<file path="config.mk">
export PLATFORM = sky130hd
export DESIGN_NAME = liteic_slave_node_read_arb
export DESIGN_NICKNAME = d
export VERILOG_FILES = /design/src/rtl/liteic_pkg.sv /design/src/rtl/liteic_priority_cd_m.sv /design/src/rtl/liteic_rr_arbiter.sv /design/src/rtl/liteic_slave_node_read_arb.sv
export SDC_FILE = /design/constraint.sdc
export NUM_CORES = 1
export LEC_CHECK = 0
export ABC_AREA = 0
export CAP_MARGIN = 10
export CORE_MARGIN = 1
export CORE_UTILIZATION = 32
export DETAILED_ROUTE_END_ITERATION = 8
export PLACE_DENSITY_LB_ADDON = 0.1
export SYNTH_ARGS = -nofsm -noshare
export SYNTH_HDL_FRONTEND = slang
export SYNTH_HIERARCHICAL = 1
export SYNTH_SLANG_ARGS = --single-unit
</file>
<file path="constraint.sdc">
create_clock -name clk_i -period 4.1 [get_ports clk_i]
set_input_delay 0.615 -clock clk_i [delete_from_list [all_inputs] [get_ports clk_i]]
set_output_delay 0.615 -clock clk_i [all_outputs]
set_load 0.01 [all_outputs]
</file>
<file path="src/rtl/liteic_pkg.sv">
// Shared liteic crossbar constants, read-arbiter state type and index-width helper.
package liteic_pkg;

  localparam int unsigned IC_NUM_MASTER_SLOTS = 4;
  localparam int unsigned IC_ARADDR_WIDTH     = 20;
  localparam int unsigned IC_RDATA_WIDTH      = 34;

  typedef enum logic [1:0] {
    ARB_IDLE,
    ARB_AR,
    ARB_R
  } liteic_rd_arb_state_t;

  // Width of a binary index into n lanes; never less than one bit.
  function automatic int unsigned liteic_idx_w(input int unsigned n);
    return (n > 1) ? $clog2(n) : 1;
  endfunction

endpackage

</file>
<file path="src/rtl/liteic_priority_cd_m.sv">
// One-hot (or lowest-set-bit) to binary index encoder.
module liteic_priority_cd_m #(
  parameter int unsigned WIDTH = 4,
  parameter int unsigned OUT_W = 2
) (
  input  logic [WIDTH-1:0] i_onehot,
  output logic [OUT_W-1:0] o_idx
);

  always_comb begin
    o_idx = '0;
    for (int i = int'(WIDTH) - 1; i >= 0; i--) begin
      if (i_onehot[i]) begin
        o_idx = OUT_W'(i);
      end
    end
  end

endmodule

</file>
<file path="src/rtl/liteic_rr_arbiter.sv">
// Combinational round-robin arbiter: scans upward from the lane after i_last_grant, with wrap.
module liteic_rr_arbiter
  import liteic_pkg::*;
#(
  parameter int unsigned NUM_MST = 4,
  parameter int unsigned IDX_W   = liteic_idx_w(NUM_MST)
) (
  input  logic [NUM_MST-1:0] i_req,
  input  logic [IDX_W-1:0]   i_last_grant,
  output logic [NUM_MST-1:0] o_grant_oh,
  output logic [IDX_W-1:0]   o_grant_idx
);

  logic [NUM_MST-1:0] w_grant_oh;
  logic [IDX_W-1:0]   w_idx;
  logic               w_found;

  always_comb begin
    w_grant_oh = '0;
    w_found    = 1'b0;
    w_idx      = '0;
    for (int unsigned off = 1; off <= NUM_MST; off++) begin
      w_idx = IDX_W'((32'(i_last_grant) + off) % NUM_MST);
      if (!w_found && i_req[w_idx]) begin
        w_grant_oh[w_idx] = 1'b1;
        w_found           = 1'b1;
      end
    end
  end

  assign o_grant_oh = w_grant_oh;

  liteic_priority_cd_m #(
    .WIDTH (NUM_MST),
    .OUT_W (IDX_W)
  ) u_cd (
    .i_onehot (w_grant_oh),
    .o_idx    (o_grant_idx)
  );

endmodule

</file>
<file path="src/rtl/liteic_slave_node_read_arb.sv">
// Slave-side read node: round-robin shares one AXI-Lite read slave among NUM_MST masters.
// Define LITEIC_RD_ARB_RSP_REG_EN to register the R path (1-entry buffer, +1 cycle latency).
module liteic_slave_node_read_arb
  import liteic_pkg::*;
#(
  parameter int unsigned NUM_MST = IC_NUM_MASTER_SLOTS,
  parameter int unsigned ADDR_W  = IC_ARADDR_WIDTH - 12,
  parameter int unsigned RDATA_W = IC_RDATA_WIDTH
) (
  input  logic               clk_i,
  input  logic               rstn_i,
  input  logic [NUM_MST-1:0] cbar_reqst_val_i,
  output logic [NUM_MST-1:0] cbar_reqst_rdy_o,
  input  logic [ADDR_W-1:0]  cbar_reqst_data_i [NUM_MST],
  output logic [NUM_MST-1:0] cbar_resp_val_o,
  input  logic [NUM_MST-1:0] cbar_resp_rdy_i,
  output logic [RDATA_W-1:0] cbar_resp_data_o,
  output logic               slv_ar_valid_o,
  input  logic               slv_ar_ready_i,
  output logic [ADDR_W-1:0]  slv_ar_addr_o,
  input  logic               slv_r_valid_i,
  output logic               slv_r_ready_o,
  input  logic [RDATA_W-1:0] slv_r_data_i
);

  localparam int unsigned IDX_W = liteic_idx_w(NUM_MST);

  liteic_rd_arb_state_t r_state, w_state_nxt;
  logic [IDX_W-1:0]     r_grant, r_last_grant;
  logic [ADDR_W-1:0]    r_addr;
  logic [NUM_MST-1:0]   w_grant_oh;
  logic [IDX_W-1:0]     w_grant_idx;
  logic                 w_req_hs;

`ifdef LITEIC_RD_ARB_RSP_REG_EN
  logic               r_rsp_full;
  logic [RDATA_W-1:0] r_rsp_data;
  logic               w_rsp_cap;
  logic               w_rsp_pop;
`endif

  liteic_rr_arbiter #(
    .NUM_MST (NUM_MST),
    .IDX_W   (IDX_W)
  ) u_rr (
    .i_req        (cbar_reqst_val_i),
    .i_last_grant (r_last_grant),
    .o_grant_oh   (w_grant_oh),
    .o_grant_idx  (w_grant_idx)
  );

  always_comb begin
    w_state_nxt      = r_state;
    w_req_hs         = 1'b0;
    cbar_reqst_rdy_o = '0;
    cbar_resp_val_o  = '0;
    cbar_resp_data_o = '0;
    slv_ar_valid_o   = 1'b0;
    slv_r_ready_o    = 1'b0;
`ifdef LITEIC_RD_ARB_RSP_REG_EN
    w_rsp_cap        = 1'b0;
    w_rsp_pop        = 1'b0;
`endif
    unique case (r_state)
      ARB_IDLE: begin
        // Gated by reset so the ready lines read zero while reset is held.
        cbar_reqst_rdy_o = w_grant_oh & {NUM_MST{rstn_i}};
        w_req_hs         = |w_grant_oh;
        if (w_req_hs) begin
          w_state_nxt = ARB_AR;
        end
      end
      ARB_AR: begin
        slv_ar_valid_o = 1'b1;
        if (slv_ar_ready_i) begin
          w_state_nxt = ARB_R;
        end
      end
      ARB_R: begin
`ifdef LITEIC_RD_ARB_RSP_REG_EN
        slv_r_ready_o            = ~r_rsp_full;
        w_rsp_cap                = slv_r_valid_i & ~r_rsp_full;
        cbar_resp_val_o[r_grant] = r_rsp_full;
        cbar_resp_data_o         = r_rsp_data;
        w_rsp_pop                = r_rsp_full & cbar_resp_rdy_i[r_grant];
        if (w_rsp_pop) begin
          w_state_nxt = ARB_IDLE;
        end
`else
        cbar_resp_val_o[r_grant] = slv_r_valid_i;
        cbar_resp_data_o         = slv_r_data_i;
        slv_r_ready_o            = cbar_resp_rdy_i[r_grant];
        if (slv_r_valid_i && cbar_resp_rdy_i[r_grant]) begin
          w_state_nxt = ARB_IDLE;
        end
`endif
      end
      default: w_state_nxt = ARB_IDLE;
    endcase
  end

  always_ff @(posedge clk_i or negedge rstn_i) begin
    if (!rstn_i) begin
      r_state      <= ARB_IDLE;
      r_grant      <= '0;
      r_last_grant <= IDX_W'(NUM_MST - 1);
      r_addr       <= '0;
    end else begin
      r_state <= w_state_nxt;
      if (w_req_hs) begin
        r_grant      <= w_grant_idx;
        r_last_grant <= w_grant_idx;
        r_addr       <= cbar_reqst_data_i[w_grant_idx];
      end
    end
  end

`ifdef LITEIC_RD_ARB_RSP_REG_EN
  always_ff @(posedge clk_i or negedge rstn_i) begin
    if (!rstn_i) begin
      r_rsp_full <= 1'b0;
      r_rsp_data <= '0;
    end else if (w_rsp_cap) begin
      r_rsp_full <= 1'b1;
      r_rsp_data <= slv_r_data_i;
    end else if (w_rsp_pop) begin
      r_rsp_full <= 1'b0;
    end
  end
`endif

  assign slv_ar_addr_o = r_addr;

endmodule

</file>
After elaboration in Yosys (flattened, before gate mapping)
Index checks and enable logic that the tools add are counted.
{"block": "word_totals", "register_bits": 14, "latchBits": 0, "ram_bits": 0, "rom_bits": 0, "input_bits": 78, "word_cells": 89, "mem_count": 0}
{"block": "classes", "addsub": 4, "n_mul": 0, "div": 0, "order_cmp": 11, "eq_ne": 5, "shift": 0, "muxes": 44, "bitwise": 6, "n_reduce_logical": 15}
{"cell": "$mux W34", "count": 1}
{"cell": "$mux W4", "count": 6}
{"cell": "$bmux W8 S2", "count": 1}
{"cell": "$mux W1", "count": 16}
{"cell": "$mux W8", "count": 2}
{"cell": "$lt A2 B3 Y1 const B", "count": 5}
{"cell": "$mux W2", "count": 7}
{"cell": "$or A4 B4 Y4", "count": 3}
{"cell": "$bmux W1 S2", "count": 5}
{"cell": "$demux W1 S2", "count": 5}
{"cell": "$ge A2 B1 Y1 const B", "count": 5}
{"cell": "$logic_and A1 B1 Y1", "count": 9}
{"cell": "$and A4 B4 Y4", "count": 2}
{"cell": "$ne A2 B2 Y1 const B", "count": 3}
{"cell": "$pmux W2 S3", "count": 1}
{"cell": "$add A2 B1 Y2 const B", "count": 2}
{"cell": "$add A2 B2 Y2 const B", "count": 2}
{"cell": "$reduce_or A4 Y1", "count": 1}
{"cell": "$ge A3 B3 Y1 const B", "count": 1}
{"cell": "$logic_not A1 Y1", "count": 3}
{"cell": "$not A2 Y3", "count": 1}
{"cell": "$reduce_and A3 Y1", "count": 1}
{"cell": "$eq A2 B1 Y1 const B", "count": 1}
{"cell": "$eq A2 B2 Y1 const B", "count": 1}
{"cell": "$logic_not A2 Y1", "count": 1}

Depth between registers and ports, before layout
{"block": "logic_depth", "word_depth": 21, "mapped_depth": 12, "depth_no_buf": 10}

By module
The synthesis kept the hierarchy.
{"module": "liteic_slave_node_read_arb", "n_inst": 1, "cells_per_inst": 97, "area_each_um2": 1077.3, "seq_area_each_um2": 352.8}
{"module": "liteic_rr_arbiter", "n_inst": 1, "cells_per_inst": 38, "area_each_um2": 357.8, "seq_area_each_um2": 0.0}
{"module": "liteic_priority_cd_m", "n_inst": 1, "cells_per_inst": 5, "area_each_um2": 27.5, "seq_area_each_um2": 0.0}

Least setup slack after synthesis
Ideal clock, no wire load.
{"block": "synth_path", "path_kind": "reg2reg", "start": "reg r_last_grant[0]", "end": "reg r_addr[3] (netlist: slv_ar_addr_o[3])", "setup_ns": 0.125, "arrival_time_ns": 3.322, "required_ns": 3.975, "path_slack_ns": 0.652, "path_stages_with_launch": 12, "period_less_slack_ns": 3.448, "path_cell_list": "dfstp_2 > inv_1 > ha_1 > mux4_1 > nor4b_4 > nand2_1 > o211ai_1 > nand2b_1 > a21oi_2 > buf_6 > mux4_2 > mux2_4"}
{"block": "synth_between", "elab_chain_cells": 21}
{"element": "start, declared", "line_no": "liteic_slave_node_read_arb.sv:29", "rtl": "logic [IDX_W-1:0] r_grant, r_last_grant;"}
{"element": "start signal, assigned", "line_no": "liteic_slave_node_read_arb.sv:106", "rtl": "r_last_grant <= IDX_W'(NUM_MST - 1);"}
{"element": "start signal, assigned", "line_no": "liteic_slave_node_read_arb.sv:112", "rtl": "r_last_grant <= w_grant_idx;"}
{"element": "parallel branches: the longest is 12 deep, another holds $lt A2 B3 Y1"}
{"element": "$mux W4 (*)", "line_no": "liteic_rr_arbiter.sv:24", "rtl": "if (!w_found && i_req[w_idx]) begin"}
{"element": "named net w_grant_oh[3]", "line_no": "liteic_slave_node_read_arb.sv:31", "rtl": "logic [NUM_MST-1:0] w_grant_oh;"}
{"element": "$mux W2 (*) (4 in a row)", "line_no": "liteic_priority_cd_m.sv:13", "rtl": "if (i_onehot[i]) begin"}
{"element": "named net w_grant_idx[0]", "line_no": "liteic_slave_node_read_arb.sv:32", "rtl": "logic [IDX_W-1:0] w_grant_idx;"}
{"element": "$not A2 Y3 (not written as such) (*)", "line_no": "liteic_slave_node_read_arb.sv:113", "rtl": "r_addr <= cbar_reqst_data_i[w_grant_idx];"}
{"element": "$bmux W8 S2 (*)", "line_no": "liteic_slave_node_read_arb.sv:113"}
{"element": "$mux W8 (not written as such) (*) (2 in a row)", "line_no": "liteic_slave_node_read_arb.sv:113"}
{"element": "end signal, assigned", "line_no": "liteic_slave_node_read_arb.sv:113"}
{"element": "end, declared", "line_no": "liteic_slave_node_read_arb.sv:30", "rtl": "logic [ADDR_W-1:0] r_addr;"}
Mark *: on every way through the listed nets, which the timed path passes. The select of a mux whose other input is x is not followed.
A chain may end at the register's enable or synchronous reset.

Final worst setup path
{"block": "layout_path", "start": "reg r_last_grant[1]", "end": "out cbar_reqst_rdy_o[0]"}
{"block": "layout_between", "elab_chain_cells": 15}
{"element": "parallel branches: the longest is 12 deep, another holds $lt A2 B3 Y1"}
{"element": "$mux W4 (*)", "line_no": "liteic_rr_arbiter.sv:24"}
{"element": "named net w_grant_oh[0]", "line_no": "liteic_slave_node_read_arb.sv:31"}
{"element": "$and A4 B4 Y4 (*)", "line_no": "liteic_slave_node_read_arb.sv:67", "rtl": "cbar_reqst_rdy_o = w_grant_oh & {NUM_MST{rstn_i}};"}
{"element": "$mux W4 (*)", "line_no": "liteic_slave_node_read_arb.sv:64", "rtl": "unique case (r_state)"}
{"element": "end, declared", "line_no": "liteic_slave_node_read_arb.sv:13", "rtl": "output logic [NUM_MST-1:0] cbar_reqst_rdy_o,"}
Marks and branches as above.

==> run metrics <==
TritonCTS buffer count=3; RSZ-0062 raised after global routing=no; final wirelength=around 4300 um; peak supply drop=361 uV; Final Max Slew Viols=0; Fin Setup TNS=0 ps; Worst Max-Slew Pin Slew=about 720 ps; Critical Path Source Type=register; Via density=approximately 4.7; worst hold path class=reg -> reg; Placement Setup Slack=about 370 ps; Post-CTS Setup Inserts=0; die width=~70 um; Slowest cell on crit path=mux4_1; vias in the first global route=1545; register bit total from synthesis=14; crit end category=output port; power density over cell area=632 nW/um^2; sequential fraction of the synthesis area=0.241; CP max FO=8; Placed Cells=319; Die Area=roughly 4800 sq um; endpoints failing hold=0; H-tree depth=1; DRC Markers=0; max_slew headroom=0.516; crit path cell chain=inv_1 -> ha_1 -> mux4_1 -> nor4b_4 -> nand2_1 -> o211ai_1 -> and3_1 -> clkdlybuf4s50_1; Initial Utilization=0.334; commonest non-fill, non-tap cell in the layout=clkdlybuf4s50_1; CTS max path bufs=2; pin count of the biggest net entering global routing=26; 1st-iter DRT viols=38; clock latency on the worst-skew pair=around 240 ps; CTS tree=built; Leak=roughly 1.1 nW; clk slew on worst S/H paths=around 60 ps; Final #Nets=around 360; crit path DAT=3270 ps; Avg Cell Area, Syn=10.4 sq um; CTS sink cnt=14; final setup vio count=0; YS warnings=6; Site Rows=24; n_diodes=0; run status=finished clean; Detailed Place HPWL=around 3600 um; Power, Total=1.81 mW; Critical Path RT=about 3500 ps; fillers=370; hold buffer count at cts=0; Initial DRT Pass Iterations=4; grt ovf=0; synth unique cells=28; Setup Skew=between 2 and 3 ps; antenna viol nets, final=0; Max-Cap Viols=0; layout cell share with drive strength beyond 1=0.144; Core Footprint=4380 sq um; synth-to-layout area growth=95.9%; post-layout util=0.654; fin area=between 2000 and 3000 sq um; antenna violations before repair=0; Port-buffer cells=about 130; placed cell areas=between 2000 and 3000 sq um; Finished Layout Cells=~320; Root Driver=clkbuf_8; routed wire length per instance=roughly 13 um; part of the cycle the worst path needs=0.948; Resized cells post-CTS=0; family with the most delay on the worst path=buffers and inverters; first-pass GRT wire length=7040 um; most frequent cells in the layout=129 x clkdlybuf4s50_1, 35 x and2_1, 12 x dfrtp_1; CP peak stage delay=~620 ps; WS Path Type=reg -> out; fin worst setup slack=roughly 210 ps; post-synth net total=approximately 230; Syn Inst Count=140; cell area after synthesis=1460 sq um; Final Wtd Congestion=~0.77; FMAX=approximately 0.26 GHz; vias=1505; min Tclk post-route=3890 ps; Die Height=just under 70 um; worst path buffer plus inverter count=2; Top Ports=130; Hold WS=517 ps; Total GRT Usage=0.178
[final timing paths]
check	from	to	slack, ps	cells after the start
hold reg to reg	slv_ar_addr_o[7]	slv_ar_addr_o[7]	520	1
max in group asynchronous	rstn_i	r_last_grant[1]	3160	2
hold / removal	slv_ar_addr_o[7]	slv_ar_addr_o[7]	520	1
setup / recovery	r_last_grant[1]	cbar_reqst_rdy_o[0]	210	8
min in group asynchronous	rstn_i	slv_ar_addr_o[1]	690	2
setup reg to reg	r_last_grant[1]	slv_ar_addr_o[1]	430	11
[registers in the layout, summed over array words and instances, names as in the netlist]
register       count
r_grant            2
r_last_grant       2
r_state            2
slv_ar_addr_o      8
[per-layer routing]
metal | vias up | GRT usage | share of wire
li1 | 752 | - | -
met1 | 690 | 0.203 | 0.38
met2 | 59 | 0.338 | 0.55
met3 | 4 | 0.0407 | 0.067
met4 | 0 | 0.0340 | 0.0073
met5 | - | 0 | 0
[Yosys cell counts]
cell,count,area [sq um]
nor3_2,1,10.0
inv_1,9,33.8
a21oi_2,1,8.76
nand2b_1,1,6.26
buf_2,1,5.00
nor3b_1,4,30.0
nor4_2,1,12.5
mux4_2,11,248
a22o_1,1,8.76
nor2_1,5,18.8
mux2_2,10,113
dfstp_2,2,52.6
nor3_1,3,15.0
dfrtp_1,12,300
nand2_1,7,26.3
nor2b_1,2,12.5
nor4b_4,1,23.8
mux2_4,2,30.0
o211ai_1,4,30.0
a21oi_1,4,20.0
mux4_1,2,52.6
nand3_1,1,5.00
clkbuf_1,4,15.0
and3_1,4,25.0
ha_1,8,100
buf_6,3,33.8
a21o_1,1,7.51
and2_1,35,219
[cell families (layout without fill, tap and decap cells)]
group / Yosys count / after routing / share of synthesized area
compound gates: 11 / 11 / 0.0513
fa+ha+maj: 8 / 8 / 0.0684
buf+inv: 17 / 148 / 0.0599
mux: 25 / 25 / 0.303
simple gates: 65 / 65 / 0.276
flops: 14 / 14 / 0.241
[power by group]
group	switching [mW]	internal (mW)	total [mW]
Combinational	0.581	0.821	1.40
Clock	0.0469	0.0848	0.132
Sequential	0.0550	0.221	0.277
[area by class of cell]
| type | count | area [sq um] | share of cell area |
|---|---|---|---|
| Clock buffer | 4 | 55.1 | 0.0192 |
| Inverter | 9 | 33.8 | 0.0118 |
| Multi-Input combinational cell | 109 | 1020 | 0.357 |
| Sequential cell | 14 | 353 | 0.123 |
| Tap cell | 52 | 65.1 | 0.0227 |
| Timing Repair Buffer | 135 | 1340 | 0.466 |
Power figures use the tool's default switching activity.
